## src/rtl/cpu_step_if.sv

```systemverilog
// CPU-side and display-side signals of the execution controller.
// The controller holds the slave modport; the CPU/display path holds master.
interface cpu_step_if #(
    parameter int DATA_W = 16
) ();
    logic [DATA_W-1:0] bus_in;
    logic              cpu_en;
    logic [1:0]        state;
    logic [DATA_W-1:0] disp_value;
    logic [15:0]       cycle_count;

    modport slave (
        input  bus_in,
        output cpu_en,
        output state,
        output disp_value,
        output cycle_count
    );

    modport master (
        output bus_in,
        input  cpu_en,
        input  state,
        input  disp_value,
        input  cycle_count
    );
endinterface

```

## src/rtl/cpu_step_ctrl.sv

```systemverilog
// Step/run/breakpoint clock-enable controller for the board CPU,
// with a bus snapshot for the displays and an executed-cycle counter.
module cpu_step_ctrl #(
    parameter int DEBOUNCE_CYCLES = 16,
    parameter int RUN_DIV         = 4,
    parameter int DATA_W          = 16
) (
    input  logic              clk,
    input  logic              rst,
    input  logic              step_key,
    input  logic              run_sw,
    input  logic              bp_en,
    input  logic [DATA_W-1:0] bp_value,
    cpu_step_if.slave         cif
);

    localparam int DCNT_W = (DEBOUNCE_CYCLES > 2) ? $clog2(DEBOUNCE_CYCLES) : 1;
    localparam int DIV_W  = (RUN_DIV > 2) ? $clog2(RUN_DIV) : 1;

    localparam logic [DCNT_W-1:0] DCNT_MAX = DCNT_W'(DEBOUNCE_CYCLES - 1);
    localparam logic [DIV_W-1:0]  DIV_MAX  = DIV_W'(RUN_DIV - 1);

    typedef enum logic [1:0] {
        S_IDLE  = 2'b00,
        S_STEP  = 2'b01,
        S_RUN   = 2'b10,
        S_BREAK = 2'b11
    } state_e;

    logic              key_m_q, key_m_d;
    logic              key_s_q, key_s_d;
    logic              run_m_q, run_m_d;
    logic              run_s_q, run_s_d;
    logic              db_q, db_d;
    logic              db_last_q, db_last_d;
    logic [DCNT_W-1:0] dcnt_q, dcnt_d;
    logic              step_pulse_q, step_pulse_d;
    state_e            state_q, state_d;
    logic [DIV_W-1:0]  div_cnt_q, div_cnt_d;
    logic              en_d_q, en_d_d;
    logic [DATA_W-1:0] disp_q, disp_d;
    logic [15:0]       count_q, count_d;

    logic              cpu_en;
    logic              bp_hit;

    // Two-flop synchronizers for the asynchronous board inputs
    always_comb begin
        key_m_d = step_key;
        key_s_d = key_m_q;
        run_m_d = run_sw;
        run_s_d = run_m_q;
    end

    always_comb begin
        db_d   = db_q;
        dcnt_d = '0;
        if (key_s_q != db_q) begin
            if (dcnt_q == DCNT_MAX) begin
                db_d   = key_s_q;
                dcnt_d = '0;
            end else begin
                dcnt_d = dcnt_q + 1'b1;
            end
        end
    end

    // Press edge only; releasing the key yields nothing
    always_comb begin
        db_last_d    = db_q;
        step_pulse_d = db_last_q & ~db_q;
    end

    assign cpu_en = (state_q == S_STEP) ||
                    ((state_q == S_RUN) && (div_cnt_q == DIV_MAX));

    assign bp_hit = (state_q == S_RUN) && en_d_q && bp_en &&
                    (cif.bus_in == bp_value);

    always_comb begin
        state_d = state_q;
        unique case (state_q)
            S_IDLE: begin
                if (run_s_q) begin
                    state_d = S_RUN;
                end else if (step_pulse_q) begin
                    state_d = S_STEP;
                end
            end
            S_STEP: begin
                state_d = S_IDLE;
            end
            S_RUN: begin
                if (bp_hit) begin
                    state_d = S_BREAK;
                end else if (!run_s_q) begin
                    state_d = S_IDLE;
                end
            end
            S_BREAK: begin
                if (!run_s_q) begin
                    state_d = S_IDLE;
                end
            end
            default: begin
                state_d = S_IDLE;
            end
        endcase
    end

    // Divider restarts from zero on every RUN entry
    always_comb begin
        div_cnt_d = '0;
        if (state_q == S_RUN) begin
            if (div_cnt_q == DIV_MAX) begin
                div_cnt_d = '0;
            end else begin
                div_cnt_d = div_cnt_q + 1'b1;
            end
        end
    end

    // Capture one cycle after the enable, once the CPU bus has settled
    always_comb begin
        en_d_d  = cpu_en;
        disp_d  = disp_q;
        count_d = count_q;
        if (en_d_q) begin
            disp_d  = cif.bus_in;
            count_d = count_q + 16'd1;
        end
    end

    always_ff @(posedge clk or negedge rst) begin
        if (!rst) begin
            key_m_q      <= 1'b1;
            key_s_q      <= 1'b1;
            run_m_q      <= 1'b0;
            run_s_q      <= 1'b0;
            db_q         <= 1'b1;
            db_last_q    <= 1'b1;
            dcnt_q       <= '0;
            step_pulse_q <= 1'b0;
            state_q      <= S_IDLE;
            div_cnt_q    <= '0;
            en_d_q       <= 1'b0;
            disp_q       <= '0;
            count_q      <= '0;
        end else begin
            key_m_q      <= key_m_d;
            key_s_q      <= key_s_d;
            run_m_q      <= run_m_d;
            run_s_q      <= run_s_d;
            db_q         <= db_d;
            db_last_q    <= db_last_d;
            dcnt_q       <= dcnt_d;
            step_pulse_q <= step_pulse_d;
            state_q      <= state_d;
            div_cnt_q    <= div_cnt_d;
            en_d_q       <= en_d_d;
            disp_q       <= disp_d;
            count_q      <= count_d;
        end
    end

    assign cif.cpu_en      = cpu_en;
    assign cif.state       = state_q;
    assign cif.disp_value  = disp_q;
    assign cif.cycle_count = count_q;

endmodule
```

## src/flat_wrapper.sv

```systemverilog
// flat-port wrapper written by rule: the top's interface ports become plain ports
module cpu_step_ctrl_flat 
#(
    parameter int DEBOUNCE_CYCLES = 16,
    parameter int RUN_DIV         = 4,
    parameter int DATA_W          = 16
)
  (clk, rst, step_key, run_sw, bp_en, bp_value, cif_bus_in, cif_cpu_en, cif_state, cif_disp_value, cif_cycle_count);
  cpu_step_if #(.DATA_W(DATA_W)) cif_i ();
  input  logic clk;
  input  logic rst;
  input  logic step_key;
  input  logic run_sw;
  input  logic bp_en;
  input  logic [DATA_W-1:0] bp_value;
  input wire logic [$bits(cif_i.bus_in)-1:0] cif_bus_in;
  output wire logic [$bits(cif_i.cpu_en)-1:0] cif_cpu_en;
  output wire logic [$bits(cif_i.state)-1:0] cif_state;
  output wire logic [$bits(cif_i.disp_value)-1:0] cif_disp_value;
  output wire logic [$bits(cif_i.cycle_count)-1:0] cif_cycle_count;
  assign cif_i.bus_in = cif_bus_in;
  assign cif_cpu_en = cif_i.cpu_en;
  assign cif_state = cif_i.state;
  assign cif_disp_value = cif_i.disp_value;
  assign cif_cycle_count = cif_i.cycle_count;
  cpu_step_ctrl #(.DEBOUNCE_CYCLES(DEBOUNCE_CYCLES), .RUN_DIV(RUN_DIV), .DATA_W(DATA_W)) u_core (.clk(clk), .rst(rst), .step_key(step_key), .run_sw(run_sw), .bp_en(bp_en), .bp_value(bp_value), .cif(cif_i));
endmodule
```

## config.mk

```make
export PLATFORM = sky130hd
export DESIGN_NAME = cpu_step_ctrl_flat
export DESIGN_NICKNAME = d
export VERILOG_FILES = /design/src/rtl/cpu_step_if.sv /design/src/rtl/cpu_step_ctrl.sv /design/src/flat_wrapper.sv
export SDC_FILE = /design/constraint.sdc
export NUM_CORES = 1
export LEC_CHECK = 0
export CORE_MARGIN = 2
export CORE_UTILIZATION = 48
export CTS_CLUSTER_SIZE = 30
export DETAILED_ROUTE_END_ITERATION = 8
export MAX_ROUTING_LAYER = met4
export PLACE_DENSITY = 0.81
export SLEW_MARGIN = 20
export SYNTH_ARGS = -nofsm -noshare
export SYNTH_HDL_FRONTEND = slang
export SYNTH_SLANG_ARGS = --single-unit
export TNS_END_PERCENT = 1
```

## constraint.sdc

```tcl
create_clock -name clk -period 5.19 [get_ports clk]
set_clock_uncertainty 0.15 [all_clocks]
set_input_delay 0.7785 -clock clk [delete_from_list [all_inputs] [get_ports clk]]
set_output_delay 0.7785 -clock clk [all_outputs]
set_load 0.02 [all_outputs]
```

==> reports/metrics.cfg, run 1 <==
[timing]
slew_violations = 0
period_share_pct = 51.1
setup_viol = 0
final.setup.tns_ns = 0
maxSlewHeadroom_pct = 40.4
finalCriticalPeriod_ns = 2.65
fmax_ghz = 0.377
holdWs_ns = 0.208
rsz0062_at_grt = no
hold_viol = 0
worstMarginPinSlew_ns = 0.894

[clock_tree]
cts_resized = 0
cts.clk_slew.worst_paths_ns = 0.08
cts_sinks = 48
cts_tree = built
root_buffer = clkbuf_8
numCtsBuffers = 5
htreeDepth = 2
clk_latency_ns = 0.29
clk_path_buf_depth = 2
postCtsHoldBufs = 0
cts_setup_buffers = 0

[die]
die_x_um = 69.2
core-area_mm2 = 0.00406
die_area_mm2 = 0.00479
row_count = 23
dieHeight_um = 69.2
ioPinCount = 72
initial_core_util_pct = 50.3

[detailed_routing]
drtAntennaViolNets = 0
vias = 1478
highest_layer = met4
first_pass_iters = 4
m1WireLength_um = 1700
wl_um = 4290
drtIter0Drc = 88
dr_wl_met2_um = 2220
wl_per_cell_um = 15.0
drc = 0
viasPerCell = 5.19
met3_wirelength_um = 282

[setup_path]
end_kind = output pin
crit_fanout = 5
startpoint = u_core.cif.state[0]
ff2ff_setup_slack_ns = 2.95
start_kind = flip-flop
worst-r2r-cell-count = 4
slowest_stage = clkdlybuf4s50_1
crit_chain = and2b_1, nand2_1, nand2_1, clkdlybuf4s50_1
crit_top_cell = nand2_1
cp_data_required_time_ns = 4.26
crit_arrival_ns = 1.72
crit_type = flip-flop to output pin
max_stage_delay_ns = 0.61
reg2reg_from = u_core.en_d_q
r2r_end = u_core.cif.cycle_count[13]

[status]
status = complete, no violations

[cells_and_area]
stdcell_count = 285
area_growth_syn_to_layout_pct = 43.6
fin_util_pct = 72.2
drive_above_1_share_pct = 13.6
fin_area_mm2 = 0.00293
final_cell_mix = clkdlybuf4s50_1 (70), dfrtp_1 (44), xnor2_1 (29)
layout_commonest_cell = clkdlybuf4s50_1
diodes = 0
fin_nets = 274

[pwr]
swShare_pct = 29.2
power_density_mw_per_mm2 = 392
p_seq_share_pct = 43.6
p_clk_share_pct = 25.0
p_switching_uw = 335
p_leak_uw = 0.00121
intPower_uw = 814
max-vdd-ir-drop_uv = 251
comb_power_share_pct = 31.4

[yosys]
ys.flop_type = dfrtp_1
synth_area_leaders = dfrtp_1 (54%), xnor2_1 (12%), mux2_2 (9.9%)
synth_compound_area_share_pct = 1.53
yosys.area_share.adder_pct = 1.84
synth-edff-count = 0
yosysSeqAreaShare_pct = 59.1
synthMuxAreaShare_pct = 9.93
avgSynthCellArea_um2 = 12.9
synth_area_mm2 = 0.00204
synth-simple-area-share_pct = 12.3
synth_top_area_cell = dfrtp_1
synth_warnings = 0
synth_nets = 198
ys_types = 28
synth.ff_latch_count = 48
synth-async-reset-ratio_pct = 100
netlist.area_leader.share_pct = 54.0
synthXorXnorAreaFrac_pct = 14.2
synth_top_family_by_area = XOR/XNOR gates
netlist_instances = 158

[placed_design]
placed_area_mm2 = 0.00280
gp_congestion = 0.760
portBuffers = 71
dp_hpwl_um = 3250
place_inst = 277

[grt]
antenna_found_initial = 0
grt_usage_pct = 20.5
grt_overflow_total = 0
grt_pass1_vias = 1641
grt_pass1_wl_um = 7530
grt_max_degree = 49

[run]
maxCapViolCount = 0

[worst_hold_path]
holdCritStartpoint = u_core.run_m_q
hold_end = u_core.run_s_q
hold_depth = 0
min_path_type = flip-flop to flip-flop

[state kept, by name, indices dropped and copies added, names as in the netlist]
register	flops
u_core.key_s_q	1
u_core.step_pulse_q	1
u_core.cif.cycle_count	16
u_core.db_last_d	1
u_core.run_s_q	1
u_core.cif.disp_value	16
u_core.run_m_q	1
u_core.db_last_q	1
u_core.en_d_q	1
u_core.cif.state	2
u_core.dcnt_q	4
u_core.div_cnt_q	2
u_core.key_m_q	1
[worst max-delay path: cells and delay by family (launching register included)]
family	cells	cell delay [ns]
buffers and inverters	1	0.61
DFF	1	0.42
and+or+nand+nor	3	0.40
[final cells by class]
class / instances / area, um2
Multi-Input combinational cell: 104 / 812
Clock inverter: 1 / 30.0
Sequential cell: 48 / 1210
Fill cell: 269 / 1130
Inverter: 4 / 15.0
Tap cell: 50 / 62.6
Clock buffer: 7 / 96.3
Timing Repair Buffer: 71 / 708
[kinds of logic after synthesis]
logic type | after synthesis
AOI/OAI and AO/OA | 6
xor gates and xnor gates | 33
muxes | 18
adders and majority gates | 3
buffers and inverters | 6
DFF | 48
and+or+nand+nor | 44
[per-layer routing]
metal  up-vias  track usage (%)
li1        693                -
met1       715             22.1
met2        62             36.0
met3         8             5.52
met4         0             7.63
met5         -                -
[cell usage after synthesis, types with 2 or more instances]
cell     instances
dfrtp_1         44
xnor2_1         29
mux2_2          18
nand4_1         10
nand2_1          8
nor2_1           6
nand3_1          5
dfstp_2          4
inv_1            4
xor2_1           4
ha_1             3
o21ai_0          3
a21oi_1          2
and2_1           2
nor2b_1          2
nor3b_1          2
[power by group through the flow]
stage	registers (uW)	logic, uW	clock network (uW)
after global placement	502	356	0
after global routing	514	385	313
after detailed placement	507	364	0
after floorplan	581	86.0	0
after CTS	502	366	295
final	501	361	287
[how the worst max path moves through the flow]
stage | endpoint | slack, ns | cells after the start
after CTS | cif_cpu_en | 2.51 | 4
after global routing | cif_cpu_en | 2.40 | 4
after detailed placement | u_core.cif.state[0] | 2.67 | 5
after global placement | u_core.cif.state[1] | 2.73 | 5
final | cif_cpu_en | 2.54 | 4
after floorplan | u_core.cif.state[0] | 3.31 | 4
[stage by stage]
| stage | setup WS, ns | power [uW] |
|---|---|---|
| 3_5_place_dp | 2.67 | 871 |
| 2_1_floorplan | 3.31 | 667 |
| 5_1_grt | 2.40 | 1210 |
| 6_report | 2.54 | 1150 |
| 3_3_place_gp | 2.73 | 858 |
| 4_1_cts | 2.51 | 1160 |
Note: power is estimated with default switching activity, not from simulation.
==> inputs of run 2 (changes only) <==
- CORE_UTILIZATION: 48 -> 40
- PLACE_DENSITY: 0.81 -> 0.71
- clock period: 5.19 -> 2.3 ns (I/O delays scaled with it)
==> reports/metrics.cfg, run 2 (synthesized netlist as in run 1, its figures left out) <==
[status]
status = complete, no violations

[clock_tree]
cts_sinks = 48  ; unchanged
cts_setup_buffers = 0  ; unchanged
htreeDepth = 2  ; unchanged
cts.clk_slew.worst_paths_ns = 0.09  ; about the same
root_buffer = clkbuf_8
clk_latency_ns = 0.30  ; about the same
clk_path_buf_depth = 2  ; unchanged
numCtsBuffers = 5  ; unchanged
cts_tree = built

[cells_and_area]
area_growth_syn_to_layout_pct = 44.1
fin_nets = 277  ; +1.1%
layout_commonest_cell = clkdlybuf4s50_1
diodes = 0  ; unchanged
drive_above_1_share_pct = 14.3  ; +0.67 points
fillers = 430  ; +60%
final_cell_mix = clkdlybuf4s50_1 (69), dfrtp_1 (44), xnor2_1 (29)

[timing]
setup_viol = 0  ; unchanged
finalCriticalPeriod_ns = 1.93
layout_setup_ws_ns = 0.375  ; -2.16 ns
rsz0062_at_grt = no
maxSlewHeadroom_pct = 60.2  ; +20 points
period_share_pct = 83.7
fmax_ghz = 0.519
slew_violations = 0  ; unchanged
worstMarginPinSlew_ns = 0.597  ; -0.297 ns
final.setup.tns_ns = 0  ; unchanged
hold_viol = 0  ; unchanged

[worst_hold_path]
holdCritStartpoint = u_core.run_m_q
min_path_type = flip-flop to flip-flop

[detailed_routing]
drtAntennaViolNets = 0  ; unchanged
vias = 1456  ; -1.5%
first_pass_iters = 4  ; unchanged
viasPerCell = 4.77  ; -7.9%
wl_um = 4040  ; -5.7%
wl_per_cell_um = 13.2  ; -12%
drtIter0Drc = 61  ; -31%
drc = 0  ; unchanged

[die]
initial_core_util_pct = 42.4  ; -7.9 points
die_area_mm2 = 0.00569  ; +19%
ioPinCount = 72  ; unchanged
die_x_um = 75.4  ; +9.0%
row_count = 25  ; +8.7%
core-area_mm2 = 0.00482  ; +19%
dieHeight_um = 75.4  ; +9.0%

[setup_path]
crit_fanout = 6  ; +1
slowest_stage = clkdlybuf4s50_1
critical_path.top_delay_family = buffers and inverters
crit_type = flip-flop to output pin
cp_data_required_time_ns = 1.80  ; -2.46 ns
crit_chain = clkdlybuf4s50_1
end_kind = output pin
startpoint = u_core.cif.cycle_count[0]
reg2reg_from = u_core.cif.cycle_count[0]
start_kind = flip-flop
max_stage_delay_ns = 0.65  ; +0.04 ns
crit_arrival_ns = 1.43  ; -0.29 ns
crit_buf_inv = 1  ; unchanged

[grt]
grt_usage_pct = 16.4  ; -4.1 points
grt_overflow_total = 0  ; unchanged
antenna_found_initial = 0  ; unchanged
grt_pass1_vias = 1492  ; -9.1%
grt_max_degree = 49  ; unchanged
grt_pass1_wl_um = 6740  ; -10%

[placed_design]
place_ws_ns = 0.279  ; -2.39 ns
gp_congestion = 0.817  ; +7.6%
dp_hpwl_um = 3040  ; -6.5%
portBuffers = 71  ; unchanged

[run]
maxCapViolCount = 0  ; unchanged

[pwr]
p_clk_share_pct = 20.8  ; -4.2 points
comb_power_share_pct = 33.3  ; +1.9 points
power_uw = 2440  ; +110%
p_switching_uw = 770  ; +130%
intPower_uw = 1670  ; +110%
swShare_pct = 31.5  ; +2.3 points
power_density_mw_per_mm2 = 831  ; +110%
p_seq_share_pct = 45.9  ; +2.3 points
max-vdd-ir-drop_uv = 480  ; +91%
p_leak_uw = 0.00122  ; +1.3%

run 2: cell types whose count changed in the layout (fill, tap and decap cells not counted):
cell	change
clkbuf_8	-2
buf_2	+1
clkinv_2	+1
inv_6	+1
clkinv_4	+1
buf_4	+1
dlymetal6s2s_1	+1
bufinv_16	-1
clkdlybuf4s50_1	-1
dlygate4sd3_1	+1
run 2: layout make-up:
type / count / area, um2 / area share (%)
Clock buffer: 5 / 68.8 / 2.34
Inverter: 4 / 15.0 / 0.510
Timing Repair Buffer: 74 / 733 / 24.9
Multi-Input combinational cell: 104 / 812 / 27.6
Clock inverter: 3 / 22.5 / 0.766
Sequential cell: 48 / 1210 / 41.0
Tap cell: 67 / 83.8 / 2.85
run 2: stage by stage:
stage / util [%] / cell area [um2] / hold slack (ns) / cells
2_1_floorplan: - / 2040 / -0.101 / 158
3_3_place_gp: 58.9 / 2840 / 0.187 / 296
3_5_place_dp: 58.9 / 2840 / 0.187 / 296
4_1_cts: 61.0 / 2940 / 0.210 / 305
5_1_grt: 61.1 / 2940 / 0.221 / 305
6_report: 61.1 / 2940 / 0.205 / 305
run 2: power by group through the flow:
stage	Combinational, uW	Clock [uW]	Sequential (uW)
2_1_floorplan	194	0	1310
3_3_place_gp	820	0	1130
3_5_place_dp	820	0	1140
4_1_cts	826	527	1130
5_1_grt	870	555	1150
6_report	814	508	1120
run 2: path summary, 6_finish.rpt:
| path | endpoint | cells past startpoint | slack [ns] |
|---|---|---|---|
| worst min register to register | u_core.run_s_q | 0 | 0.21 |
| worst min-delay path | u_core.run_s_q | 0 | 0.21 |
| worst max-delay path | cif_cycle_count[0] | 1 | 0.37 |
| worst max register to register | u_core.cif.cycle_count[12] | 5 | 0.41 |
| min in group asynchronous | u_core.cif.cycle_count[8] | 3 | 0.50 |
| max in group asynchronous | u_core.cif.cycle_count[11] | 3 | 1.08 |
run 2: routing by layer:
metal / routed length [um] / vias to the layer above / track usage [%]
li1: - / 702 / -
met1: 1790 / 696 / 20.1
met2: 1880 / 53 / 25.1
met3: 330 / 5 / 6.61
met4: 39 / 0 / 4.68
met5: 0 / - / -
run 2: repair_timing:
action / in CTS / in global routing
hold buffers: 1 / 0
setup endpoints to repair: 0 / 1
gates resized for setup: 0 / 1
hold endpoints to repair: 25 / 0
==> inputs of run 3 (changes only) <==
- CORE_UTILIZATION: 40 -> 44
- PLACE_DENSITY: 0.71 -> 0.75
- clock period: 2.3 -> 1.9 ns (I/O delays scaled with it)
==> reports/metrics.cfg, run 3 (synthesized netlist as in run 1, its figures left out) <==
[status]
status = complete, no violations

[detailed_routing]
drtIter0Drc = 42  ; -31%
drc = 0  ; unchanged
wl_per_cell_um = 14.3  ; +7.9%
first_pass_iters = 4  ; unchanged
wl_um = 4200  ; +4.0%
drtAntennaViolNets = 0  ; unchanged
viasPerCell = 4.96  ; +4.0%
vias = 1459  ; +0.21%

[timing]
period_share_pct = 96.6
slew_violations = 0  ; unchanged
fmax_ghz = 0.545
setup_viol = 0  ; unchanged
rsz0062_at_grt = no
finalCriticalPeriod_ns = 1.84
hold_viol = 0  ; unchanged
layout_setup_ws_ns = 0.0639  ; -0.311 ns
worstMarginPinSlew_ns = 0.544  ; -0.0533 ns
maxSlewHeadroom_pct = 63.8  ; +3.6 points
final.setup.tns_ns = 0  ; unchanged

[setup_path]
start_kind = flip-flop
crit_type = flip-flop to output pin
crit_arrival_ns = 1.40  ; -0.03 ns
crit_fanout = 5  ; -1
slowest_stage = clkdlybuf4s50_1
crit_chain = buf_4, clkdlybuf4s50_1
max_stage_delay_ns = 0.60  ; -0.05 ns
cp_data_required_time_ns = 1.46  ; -0.34 ns
end_kind = output pin

[cells_and_area]
fillers = 358  ; -17%
final_cell_mix = clkdlybuf4s50_1 (67), dfrtp_1 (43), xnor2_1 (29)
fin_nets = 281  ; +1.4%
layout_commonest_cell = clkdlybuf4s50_1
area_growth_syn_to_layout_pct = 46.2
drive_above_1_share_pct = 16.5  ; +2.2 points
diodes = 0  ; unchanged

[grt]
grt_usage_pct = 18.3  ; +1.9 points
grt_overflow_total = 0  ; unchanged
antenna_found_initial = 0  ; unchanged
grt_pass1_wl_um = 7050  ; +4.6%
grt_pass1_vias = 1542  ; +3.4%
grt_max_degree = 27  ; -45%

[pwr]
p_leak_uw = 0.00127  ; +3.6%
swShare_pct = 30.0  ; -1.5 points
p_clk_share_pct = 23.6  ; +2.8 points
p_switching_uw = 934  ; +21%
p_seq_share_pct = 43.2  ; -2.7 points
power_density_mw_per_mm2 = 1040  ; +25%
max-vdd-ir-drop_uv = 727  ; +51%
comb_power_share_pct = 33.2  ; about the same
intPower_uw = 2180  ; +30%

[clock_tree]
cts_sinks = 48  ; unchanged
root_buffer = clkbuf_8
clk_latency_ns = 0.30  ; about the same
cts.clk_slew.worst_paths_ns = 0.09  ; about the same
numCtsBuffers = 5  ; unchanged
clk_path_buf_depth = 2  ; unchanged
cts_tree = built
htreeDepth = 2  ; unchanged

[placed_design]
portBuffers = 71  ; unchanged
gp_congestion = 0.787  ; -3.7%
place_ws_ns = -0.0935  ; -0.373 ns
dp_hpwl_um = 3210  ; +5.5%

[run]
maxCapViolCount = 0  ; unchanged

[die]
ioPinCount = 72  ; unchanged
die_x_um = 72.1  ; -4.4%
row_count = 24  ; -4.0%
die_area_mm2 = 0.00520  ; -8.6%
dieHeight_um = 72.1  ; -4.4%
initial_core_util_pct = 46.2  ; +3.9 points
core-area_mm2 = 0.00441  ; -8.4%

[worst_hold_path]
min_path_type = flip-flop to flip-flop

-- run 3: layer usage --
metal	track usage, %	wire length (um)	share of wire, %	vias up
li1	-	-	-	709
met3	5.69	253	6.0	6
met4	5.87	48	1.1	0
met1	22.5	1830	44	692
met5	-	0	0	-
met2	28.8	2070	49	52
-- run 3: through the flow --
stage          cell area, um2  hold slack (ns)  power [uW]  utilization, %  std cells
2_1_floorplan            2040           -0.161        1820               -        158
3_3_place_gp             2860            0.139        2400            64.8        285
3_5_place_dp             2860            0.154        2400            64.8        285
4_1_cts                  2980            0.215        3150            67.5        294
5_1_grt                  2980            0.219        3270            67.6        294
6_report                 2980            0.212        3110            67.6        294
-- run 3: worst max-delay path, delay by kind of cell, from the launching register on --
family / cells / cell delay (ns)
buffers and inverters: 2 / 0.74
flip-flops: 1 / 0.36
-- run 3: final timing paths --
check,startpoint,end,slack (ns),cells after the start
max,u_core.cif.cycle_count[0],cif_cycle_count[0],0.06,2
min,u_core.key_m_q,u_core.key_s_q,0.21,0
max reg2reg,u_core.cif.cycle_count[1],u_core.cif.cycle_count[12],0.19,5
min reg2reg,u_core.key_m_q,u_core.key_s_q,0.21,0
max in group asynchronous,rst,u_core.db_last_q,0.67,3
min in group asynchronous,rst,u_core.cif.cycle_count[6],0.34,2
-- run 3: cell type report --
type                    count  area (um2)  area share, %
flip-flops and latches     48        1210           40.5
multi-input cells         104         812           27.2
repair buffers             78         773           25.9
clock buffers               5        68.8           2.31
well taps                  52        65.1           2.18
clock inverters             3        42.5           1.43
inverters                   4        15.0          0.503
-- run 3: what timing repair did --
action,4_1_cts,5_1_grt
hold endpoints to repair,19,0
hold buffers,1,0
setup endpoints to repair,1,4
resized for setup,1,5
setup buffers,0,0
-- run 3: power groups by stage --
| stage | Combinational, uW | Clock [uW] | Sequential, uW |
|---|---|---|---|
| 4_1_cts | 1050 | 747 | 1350 |
| 3_5_place_dp | 1040 | 0 | 1360 |
| 6_report | 1030 | 734 | 1350 |
| 5_1_grt | 1100 | 799 | 1370 |
| 3_3_place_gp | 1040 | 0 | 1360 |
| 2_1_floorplan | 235 | 0 | 1590 |
==> patch: new RTL, config.mk and constraints of run 3 <==
`DEBOUNCE_CYCLES` is set to 16 in 2 places; all go to 32.
--- a/src/rtl/cpu_step_ctrl.sv
+++ b/src/rtl/cpu_step_ctrl.sv
@@ -1,7 +1,7 @@
 // Step/run/breakpoint clock-enable controller for the board CPU,
 // with a bus snapshot for the displays and an executed-cycle counter.
 module cpu_step_ctrl #(
-    parameter int DEBOUNCE_CYCLES = 16,
+    parameter int DEBOUNCE_CYCLES = 32,
     parameter int RUN_DIV         = 4,
     parameter int DATA_W          = 16
 ) (
--- a/src/flat_wrapper.sv
+++ b/src/flat_wrapper.sv
@@ -1,7 +1,7 @@
 // flat-port wrapper written by rule: the top's interface ports become plain ports
 module cpu_step_ctrl_flat 
 #(
-    parameter int DEBOUNCE_CYCLES = 16,
+    parameter int DEBOUNCE_CYCLES = 32,
     parameter int RUN_DIV         = 4,
     parameter int DATA_W          = 16
 )
Function: same outputs for any inputs over 10 cycles, from zero or initial values and one cycle with rst low; that may be too few to reach the edited logic, so the function may still have changed.
==> patch against run 3 <==
  * Wire length decreased by 4.3%
  * Final area is 0.55% higher
  * First-iteration DRC count is 45% higher
  * Sequential cell count increased by 1
  * Setup slack improved by 0.014 ns
  * Synthesized area is 2.0% higher
  * Power hardly changed
  * Critical path type unchanged
==> patch: results (changes against run 3) <==
power_and_ir_drop:
  vdd.ir_drop.worst_uv: 722  # -0.64%
  p_int_w: 0.00221  # +1.7%
  p_comb_w: 0.000992  # -4%
  leakagePower_nw: 1.29  # +2.2%
final_layout:
  drive_above_1_share_pct: 16.5  # about the same
  fillerInstances: 385  # +7.5%
  ff_latch_area_um2: 1230  # +2.0%
  buffers_excl_clock: 74  # -5.1%
  nNonClkInverters: 1  # -3
  design.final.nets: 276  # -1.8%
  multi_input_area_um2: 837  # +3.1%
  clock_area_share_pct: 4.00  # +0.27 points
  area_delta_synth_final_pct: 44.2
  layout.nonclk_buf_share_pct: 24.7  # -1.2 points
drt:
  drt_iter0_markers: 61  # +45%
  met2_length_mm: 2.07  # -0.14%
  drt-met1-wl_mm: 1.70  # -6.9%
setup_path:
  r2r_slack_ns: 0.25  # +0.06 ns
  reg2reg_depth: 4  # -1
  max_stage_delay_ns: 0.64  # +0.04 ns
  r2r-start: "u_core.en_d_q"
  rr_endpoint: "u_core.cif.state[1]"
  crit_start: "u_core.cif.cycle_count[5]"
yosys:
  yosys-top-cells-count: "45 x dfrtp_1, 28 x xnor2_1, 18 x mux2_2"
  synth.area.top_cells: "dfrtp_1 54%, xnor2_1 12%, mux2_2 9.7%, dfstp_2 5.1%, nand4_1 2.7%"
  synth-compound-area-share_pct: 1.14  # -0.39 points
  synth_cell_types: 25  # -11%
  ys_seq_elements: 49  # +2.1%
  muxShareOfSynthArea_pct: 9.74  # -0.19 points
  synth_xor_area_share_pct: 14.3  # +0.15 points
  ys_seq_area_share_pct: 59.2  # +0.065 points
hold_path:
  whs_endpoint: "u_core.run_s_q"
  hold_path_startpoint: "u_core.run_m_q"
placed_design:
  dpl.hpwl_mm: 3.13  # -2.5%
  dp_worst_setup_slack_ns: -0.0390  # +0.0545 ns
timing:
  hold-worst-slack_ns: 0.209  # -0.00316 ns
grt:
  grtUsageMet2_pct: 29.4  # +0.55 points
  grt_first_pass_wirelength_mm: 6.84  # -3.0%
  gr-usage-met1_pct: 20.9  # -1.6 points
run_status:
  status: "finished, final reports clean"
==> patch: stage by stage <==
step / std cells / setup TNS, ns / utilization [%]
2_1_floorplan: 156 / 0 / -
3_3_place_gp: 281 / -0.0220 / 62.1
3_5_place_dp: 281 / -0.0765 / 62.1
4_1_cts: 290 / 0 / 64.8
5_1_grt: 290 / 0 / 64.8
6_report: 290 / 0 / 64.8
==> patch: kinds of logic (layout without fill, tap and decap cells) <==
group	Yosys count	count (layout)
AOI/OAI and AO/OA	3	3
xor gates and xnor gates	34	34
adders and majority gates	4	4
buffers and inverters	3	83
DFF	49	49
muxes	18	18
and+or+nand+nor	45	45
==> patch: repair_timing <==
item                                    in CTS  in global routing
hold endpoints to repair                    45                  0
endpoints found under the setup margin       1                  2
pin swaps                                    0                  0
hold buffers                                 1                  0
buffers inserted                             0                  0
resized for setup                            1                  3
